File: config.mk
export PLATFORM = sky130hd
export DESIGN_NAME = safecrack_param_fsm
export DESIGN_NICKNAME = d
export VERILOG_FILES = /design/src/rtl/safecrack_param_fsm.sv
export SDC_FILE = /design/constraint.sdc
export NUM_CORES = 1
export LEC_CHECK = 0
export ABC_AREA = 1
export CORE_UTILIZATION = 44
export CTS_CLUSTER_DIAMETER = 30
export DETAILED_ROUTE_END_ITERATION = 10
export SLEW_MARGIN = 30
export SYNTH_ARGS = -nofsm -noshare
export SYNTH_HDL_FRONTEND = slang
export SYNTH_SLANG_ARGS = --single-unit
File: constraint.sdc
create_clock -name clk -period 4.1 [get_ports clk]
set_clock_uncertainty 0.2 [all_clocks]
set_input_delay 0.82 -clock clk [delete_from_list [all_inputs] [get_ports clk]]
set_output_delay 0.82 -clock clk [all_outputs]
set_load 0.005 [all_outputs]
File: src/rtl/safecrack_param_fsm.sv
// Parametrised safe-lock controller: edge-detected code entry, error lockout with
// a seconds display, double-entry code change and optional auto-relock while open.
module safecrack_param_fsm #(
  parameter int NUM_BTN       = 4,
  parameter int CODE_LEN      = 3,
  parameter int MAX_ERRORS    = 3,
  parameter int LOCK_SECONDS  = 10,
  parameter int AUTO_RELOCK_S = 0,
  parameter int CLK_HZ        = 50_000_000
) (
  input  logic                    clk,
  input  logic                    rst,
  input  logic                    ms,
  input  logic                    lock,
  input  logic [NUM_BTN-1:0]      btn,
  output logic                    unlocked,
  output logic                    program_mode,
  output logic                    locked_out,
  output logic                    prog_fail,
  output logic [MAX_ERRORS-1:0]   leds_erros,
  output logic [CODE_LEN-1:0]     leds_acertos,
  output logic [LOCK_SECONDS-1:0] leds_segundos
);
  localparam int IW = $clog2(CODE_LEN + 1);
  localparam int EW = $clog2(MAX_ERRORS + 1);
  localparam int PW = (CLK_HZ > 1) ? $clog2(CLK_HZ) : 1;
  localparam logic [NUM_BTN-1:0] NO_PRESS   = {NUM_BTN{1'b1}};
  localparam logic [IW-1:0]      LAST_IDX   = IW'(CODE_LEN - 1);
  localparam logic [EW-1:0]      ERR_MAX    = EW'(MAX_ERRORS);
  localparam logic [PW-1:0]      PRESC_TOP  = PW'(CLK_HZ - 1);
  localparam logic [5:0]         LOCK_SEC   = 6'(LOCK_SECONDS);
  localparam logic [5:0]         RELOCK_SEC = 6'(AUTO_RELOCK_S);
  localparam bit                 AUTO_EN    = (AUTO_RELOCK_S > 0);

  typedef enum logic [2:0] {
    ST_ENTRY     = 3'd0,
    ST_OPEN      = 3'd1,
    ST_LOCKOUT   = 3'd2,
    ST_PROG_NEW  = 3'd3,
    ST_PROG_CONF = 3'd4
  } state_e;

  state_e             state_q, state_d;
  logic [IW-1:0]      idx_q, idx_d;
  logic [EW-1:0]      err_q, err_d;
  logic [5:0]         sec_q, sec_d;
  logic [PW-1:0]      presc_q, presc_d;
  logic [NUM_BTN-1:0] btn_q;
  logic [NUM_BTN-1:0] code_q   [CODE_LEN];
  logic [NUM_BTN-1:0] code_d   [CODE_LEN];
  logic [NUM_BTN-1:0] shadow_q [CODE_LEN];
  logic [NUM_BTN-1:0] shadow_d [CODE_LEN];
  logic [NUM_BTN-1:0] cur_code_s, cur_shadow_s;
  logic               press_s, run_s, tick_s, restart_s, prog_fail_d;
  logic [5:0]         sec_inc_s;
  logic [MAX_ERRORS-1:0]   erros_d;
  logic [CODE_LEN-1:0]     acertos_d;
  logic [LOCK_SECONDS-1:0] segundos_d;

  function automatic logic [NUM_BTN-1:0] default_digit(input int i);
    default_digit = ~(NUM_BTN'(1) << (i % NUM_BTN));
  endfunction

  assign press_s   = (btn_q == NO_PRESS) && (btn != NO_PRESS);
  assign run_s     = (state_q == ST_LOCKOUT) || ((state_q == ST_OPEN) && AUTO_EN);
  assign tick_s    = run_s && (presc_q == PRESC_TOP);
  assign sec_inc_s = sec_q + 6'd1;

  // idx is one bit wider than the digit arrays need, so select by compare rather than index
  always_comb begin
    cur_code_s   = {NUM_BTN{1'b0}};
    cur_shadow_s = {NUM_BTN{1'b0}};
    for (int i = 0; i < CODE_LEN; i++) begin
      cur_code_s   = cur_code_s   | (code_q[i]   & {NUM_BTN{idx_q == IW'(i)}});
      cur_shadow_s = cur_shadow_s | (shadow_q[i] & {NUM_BTN{idx_q == IW'(i)}});
    end
  end

  always_comb begin
    state_d     = state_q;
    idx_d       = idx_q;
    err_d       = err_q;
    code_d      = code_q;
    shadow_d    = shadow_q;
    prog_fail_d = 1'b0;
    restart_s   = 1'b0;
    case (state_q)
      ST_ENTRY: begin
        if (press_s && (btn == cur_code_s)) begin
          if (idx_q == LAST_IDX) begin
            state_d = ST_OPEN;
            idx_d   = {IW{1'b0}};
            err_d   = {EW{1'b0}};
          end else begin
            idx_d = idx_q + IW'(1);
          end
        end else if (press_s) begin
          idx_d = {IW{1'b0}};
          if ((err_q + EW'(1)) == ERR_MAX) begin
            err_d   = ERR_MAX;
            state_d = ST_LOCKOUT;
          end else begin
            err_d = err_q + EW'(1);
          end
        end else begin
          idx_d = idx_q;
        end
      end
      ST_LOCKOUT: begin
        if (tick_s && (sec_inc_s == LOCK_SEC)) begin
          state_d = ST_ENTRY;
          err_d   = {EW{1'b0}};
        end else begin
          state_d = ST_LOCKOUT;
        end
      end
      ST_OPEN: begin
        if (lock) begin
          state_d = ST_ENTRY;
        end else if (ms) begin
          state_d = ST_PROG_NEW;
          idx_d   = {IW{1'b0}};
        end else if (AUTO_EN && tick_s && (sec_inc_s == RELOCK_SEC)) begin
          state_d = ST_ENTRY;
        end else begin
          restart_s = press_s;
        end
      end
      ST_PROG_NEW: begin
        if (!ms) begin
          state_d = ST_OPEN;
          idx_d   = {IW{1'b0}};
        end else if (press_s) begin
          for (int i = 0; i < CODE_LEN; i++) begin
            shadow_d[i] = (idx_q == IW'(i)) ? btn : shadow_q[i];
          end
          if (idx_q == LAST_IDX) begin
            state_d = ST_PROG_CONF;
            idx_d   = {IW{1'b0}};
          end else begin
            idx_d = idx_q + IW'(1);
          end
        end else begin
          idx_d = idx_q;
        end
      end
      ST_PROG_CONF: begin
        if (!ms) begin
          state_d = ST_OPEN;
          idx_d   = {IW{1'b0}};
        end else if (press_s && (btn == cur_shadow_s)) begin
          if (idx_q == LAST_IDX) begin
            code_d  = shadow_q;
            state_d = ST_ENTRY;
            idx_d   = {IW{1'b0}};
          end else begin
            idx_d = idx_q + IW'(1);
          end
        end else if (press_s) begin
          prog_fail_d = 1'b1;
          state_d     = ST_OPEN;
          idx_d       = {IW{1'b0}};
        end else begin
          idx_d = idx_q;
        end
      end
      default: begin
        state_d = ST_ENTRY;
        idx_d   = {IW{1'b0}};
      end
    endcase

    // Timebase restarts on any state change and on a press while open
    if (!run_s || (state_d != state_q) || restart_s) begin
      presc_d = {PW{1'b0}};
      sec_d   = 6'd0;
    end else if (tick_s) begin
      presc_d = {PW{1'b0}};
      sec_d   = sec_inc_s;
    end else begin
      presc_d = presc_q + PW'(1);
      sec_d   = sec_q;
    end
  end

  // Thermometer displays built from the next-state counters
  always_comb begin
    for (int k = 0; k < MAX_ERRORS; k++) begin
      erros_d[k] = (int'(err_d) > k);
    end
    for (int k = 0; k < CODE_LEN; k++) begin
      acertos_d[k] = (state_d == ST_OPEN) || ((state_d == ST_ENTRY) && (int'(idx_d) > k));
    end
    for (int k = 0; k < LOCK_SECONDS; k++) begin
      segundos_d[k] = (state_d == ST_LOCKOUT) && (int'(sec_d) > k);
    end
  end

  // Control state, counters, code storage and button history
  always_ff @(posedge clk or posedge rst) begin
    if (rst) begin
      state_q <= ST_ENTRY;
      idx_q   <= {IW{1'b0}};
      err_q   <= {EW{1'b0}};
      sec_q   <= 6'd0;
      presc_q <= {PW{1'b0}};
      btn_q   <= NO_PRESS;
      for (int i = 0; i < CODE_LEN; i++) begin
        code_q[i]   <= default_digit(i);
        shadow_q[i] <= NO_PRESS;
      end
    end else begin
      state_q  <= state_d;
      idx_q    <= idx_d;
      err_q    <= err_d;
      sec_q    <= sec_d;
      presc_q  <= presc_d;
      btn_q    <= btn;
      code_q   <= code_d;
      shadow_q <= shadow_d;
    end
  end

  // Registered outputs
  always_ff @(posedge clk or posedge rst) begin
    if (rst) begin
      unlocked      <= 1'b0;
      program_mode  <= 1'b0;
      locked_out    <= 1'b0;
      prog_fail     <= 1'b0;
      leds_erros    <= {MAX_ERRORS{1'b0}};
      leds_acertos  <= {CODE_LEN{1'b0}};
      leds_segundos <= {LOCK_SECONDS{1'b0}};
    end else begin
      unlocked      <= (state_d == ST_OPEN);
      program_mode  <= (state_d == ST_PROG_NEW) || (state_d == ST_PROG_CONF);
      locked_out    <= (state_d == ST_LOCKOUT);
      prog_fail     <= prog_fail_d;
      leds_erros    <= erros_d;
      leds_acertos  <= acertos_d;
      leds_segundos <= segundos_d;
    end
  end
endmodule

==> key figures <==
Synth
  • Main flop type after synthesis: dfrtp_1
  • Netlist cell types: 42
  • Area leader, netlist: dfrtp_1
  • Syn_nets: 600
  • Synthesis Warnings: 0
  • Register area share after synthesis: 0.4728
  • Avg Inst Size Synth: 7.943 um2
  • Synthesis-stage register bit count: 87
  • Fraction of post-synthesis cell area in the top cell type by area: 0.3322
  • Synth area leaders: dfrtp_1, dfstp_2, nand2_1
  • Post-synth ARST share: 1.000
  • Syn Inst Count: 588
  • Post-synth EDFFs: 0
  • Post-synthesis cell area: 0.004671 mm2

STA
  • Finish-stage setup viols: 0
  • Final cycle utilization of the critical path: 0.7528
  • Count of pins over their slew limit: 0
  • Least-Margin Pin Slew: 637.7 ps
  • Fmax achieved: 0.3240 GHz
  • Final hold violation count: 0
  • Min Tclk post-route: 3086 ps
  • Unrepaired setup endpoints after global routing: no
  • Setup_tns: 0 ps
  • Worst relative slew slack: 0.5749

Layout
  • Ant. Diodes: 0
  • Most frequent cells in the layout: nand2_1, inv_1, nor2_1
  • Area of the multi-input gates: 0.002022 mm2
  • Layout net count: 629
  • Ratio of cells with drive above 1 in the final layout: 0.1463
  • Commonest non-fill, non-tap cell in the layout: nand2_1
  • Fillers: 1012
  • Area Overhead vs Synth: 12.22%
  • Finished Cell Area: 0.005241 mm2
  • Register area: 0.002208 mm2

Pwr
  • Sw frac: 0.3157
  • Leak Pwr: 2.438 nW
  • PwrDens: 372.9 mW/mm2
  • Logic pwr share: 0.195
  • Seq pwr share: 0.496
  • Switching power total: 616.9 uW
  • Int Power: 1.337 mW
  • Peak VDD IR: 219.1 uV
  • Clock share of power: 0.310

Global routing
  • Met2 global-route usage: 0.3349
  • GR Layer Usage met3: 0.03743
  • Gr usage total: 0.2022
  • First-pass GRT wire length: 17800 um
  • Vias in the first global route: 3888
  • Grt met1 use: 0.2620
  • Gr ovfl total: 0
  • GRT busiest layer: met2
  • Largest net degree at the start of global routing: 56
  • Initial antenna violation count: 0

Floorplan
  • I/O pin count: 28
  • Die outline height: 105.0 um
  • Num rows: 37
  • Die area: 0.01103 mm2
  • Initial Util: 0.4524
  • Die Wd: 105.0 um
  • Core Area: 0.01032 mm2

Worst setup path
  • Setup CP Type: in2reg
  • Reg2Reg Depth: 10
  • Crit Path Max Fanout: 24
  • Crit path required time: 4140 ps
  • Crit path to: code_q[8]$_DFFE_PP0P_
  • CP Capture Type: flip-flop
  • R2r endpoint: code_q[8]$_DFFE_PP0P_
  • Crit path arrival time: 3120 ps
  • Slack of the worst reg-to-reg path: 1290 ps
  • Reg-to-Reg Start: idx_q[0]$_DFF_PP0_
  • Worst Setup Start Kind: primary input
  • CP startpoint: btn[0]

Detailed routing
  • Via density per instance: 5.053
  • Final WL: 10080 um
  • Routed WL per cell: 13.30 um
  • DRC violations left: 0
  • Drt pass-1 iters: 4
  • Initial DRC Count: 173
  • Vias: 3830
  • Antenna viol nets, final: 0

CTS
  • H-tree depth: 3
  • Hold_buf cts: 0
  • Max clock buf depth: 2
  • Inserted Clock Buffers: 9
  • CTS Root Buffer Type: clkbuf_8
  • Clock transition at the registers of the reported paths: 90 ps
  • CTS tree: yes
  • Post-CTS setup repair buffer count: 0
  • Clk sink count: 87
  • Post-CTS sizing: 0
  • Worst skew pair latency: 360 ps

Placed design
  • Routability cong.: 0.8465
  • Post-DP HPWL: 7478 um
  • Area after DPL: 0.005041 mm2
  • IO buf count: 27

Worst hold path
  • Worst hold path class: reg2reg

Run status
  • Status: finished, final reports clean

Run
  • MaxCap Viol Count: 0
[cells in the mapped netlist, types with 2 or more instances]
library cell  number
nor4_1             4
and3_1             2
nand2_1          143
o21ai_2           13
ha_1               4
nand2_2            6
nor2_1            65
nor3_2             2
o21ai_0           19
buf_6              3
o21ai_1           13
dfrtp_1           62
nor2_2             8
clkinv_1           2
buf_2              3
a31oi_1            2
or2_1              2
xnor2_1            4
clkbuf_1           2
xor2_1            10
inv_2              6
a21oi_1            8
nand3_2            8
inv_1             81
nand3_1           36
nor3_1            20
nand4_1           21
dfstp_2           25
[through the flow]
step | hold slack (ps) | worst slack (ps) | util | std cells | power [mW]
floorplan | 252.7 | 871.2 | - | 588 | 1.243
global placement | 268.6 | 637.1 | 0.4883 | 742 | 1.365
detailed placement | 271.2 | 576.7 | 0.4883 | 742 | 1.368
CTS | 285.1 | 951.4 | 0.5076 | 758 | 1.977
global route | 301.1 | 856.3 | 0.5077 | 758 | 2.070
finish | 285.5 | 1014 | 0.5077 | 758 | 1.954
[flip-flops by register name, summed over array words and instances, names as in the netlist, 2 cells and up]
register,cells
shadow_q,12
btn_q,4
code_q,12
err_q,2
leds_segundos,10
leds_acertos,3
sec_q,6
state_q,3
presc_q,26
leds_erros,3
idx_q,2
[cell type report]
cell class	count	area share
clock buffer	11	0.02698
clock inverter	5	0.01098
inverter	90	0.06565
multi-input combinational	400	0.3858
sequential	87	0.4213
tap	136	0.03247
timing repair buffer	29	0.05682
[worst min path at each step]
| stage | from | to | cells after the start |
|---|---|---|---|
| detailed placement | code_q[0]$_DFFE_PP1P_ | code_q[0]$_DFFE_PP1P_ | 2 |
| global route | code_q[3]$_DFFE_PP1P_ | code_q[3]$_DFFE_PP1P_ | 2 |
| finish | code_q[0]$_DFFE_PP1P_ | code_q[0]$_DFFE_PP1P_ | 2 |
| global placement | code_q[11]$_DFFE_PP1P_ | code_q[11]$_DFFE_PP1P_ | 2 |
| CTS | code_q[0]$_DFFE_PP1P_ | code_q[0]$_DFFE_PP1P_ | 2 |
| floorplan | code_q[11]$_DFFE_PP1P_ | code_q[11]$_DFFE_PP1P_ | 2 |
[logic make-up after synthesis]
logic type | Yosys count | synth area share
AND/OR/NAND/NOR | 323 | 0.3188
buffers and inverters | 101 | 0.09456
flip-flops | 87 | 0.4728
AO/OA/AOI/OAI | 59 | 0.07688
XOR/XNOR | 14 | 0.02625
adder cells (fa/ha/maj) | 4 | 0.01072
[critical path, stage by stage]
cell and delay (ps):
clkdlybuf4s50_1 530, nand4_1 140, nand2_1 170, inv_1 310
nand2_1 160, or3_2 780, nand2_1 160, o21ai_2 60
[per-layer routing]
layer,vias to the layer above,wire [um]
li1,1929,-
met1,1831,4771
met2,54,4899
met3,16,220
met4,0,189
met5,-,0
[power groups by stage]
| stage | logic, mW | clock network, mW | registers, mW |
|---|---|---|---|
| detailed placement | 0.382 | 0 | 0.986 |
| global placement | 0.381 | 0 | 0.985 |
| floorplan | 0.286 | 0 | 0.957 |
| finish | 0.381 | 0.605 | 0.969 |
| global route | 0.434 | 0.661 | 0.975 |
| CTS | 0.385 | 0.623 | 0.970 |
(Power assumes the default switching activity.)
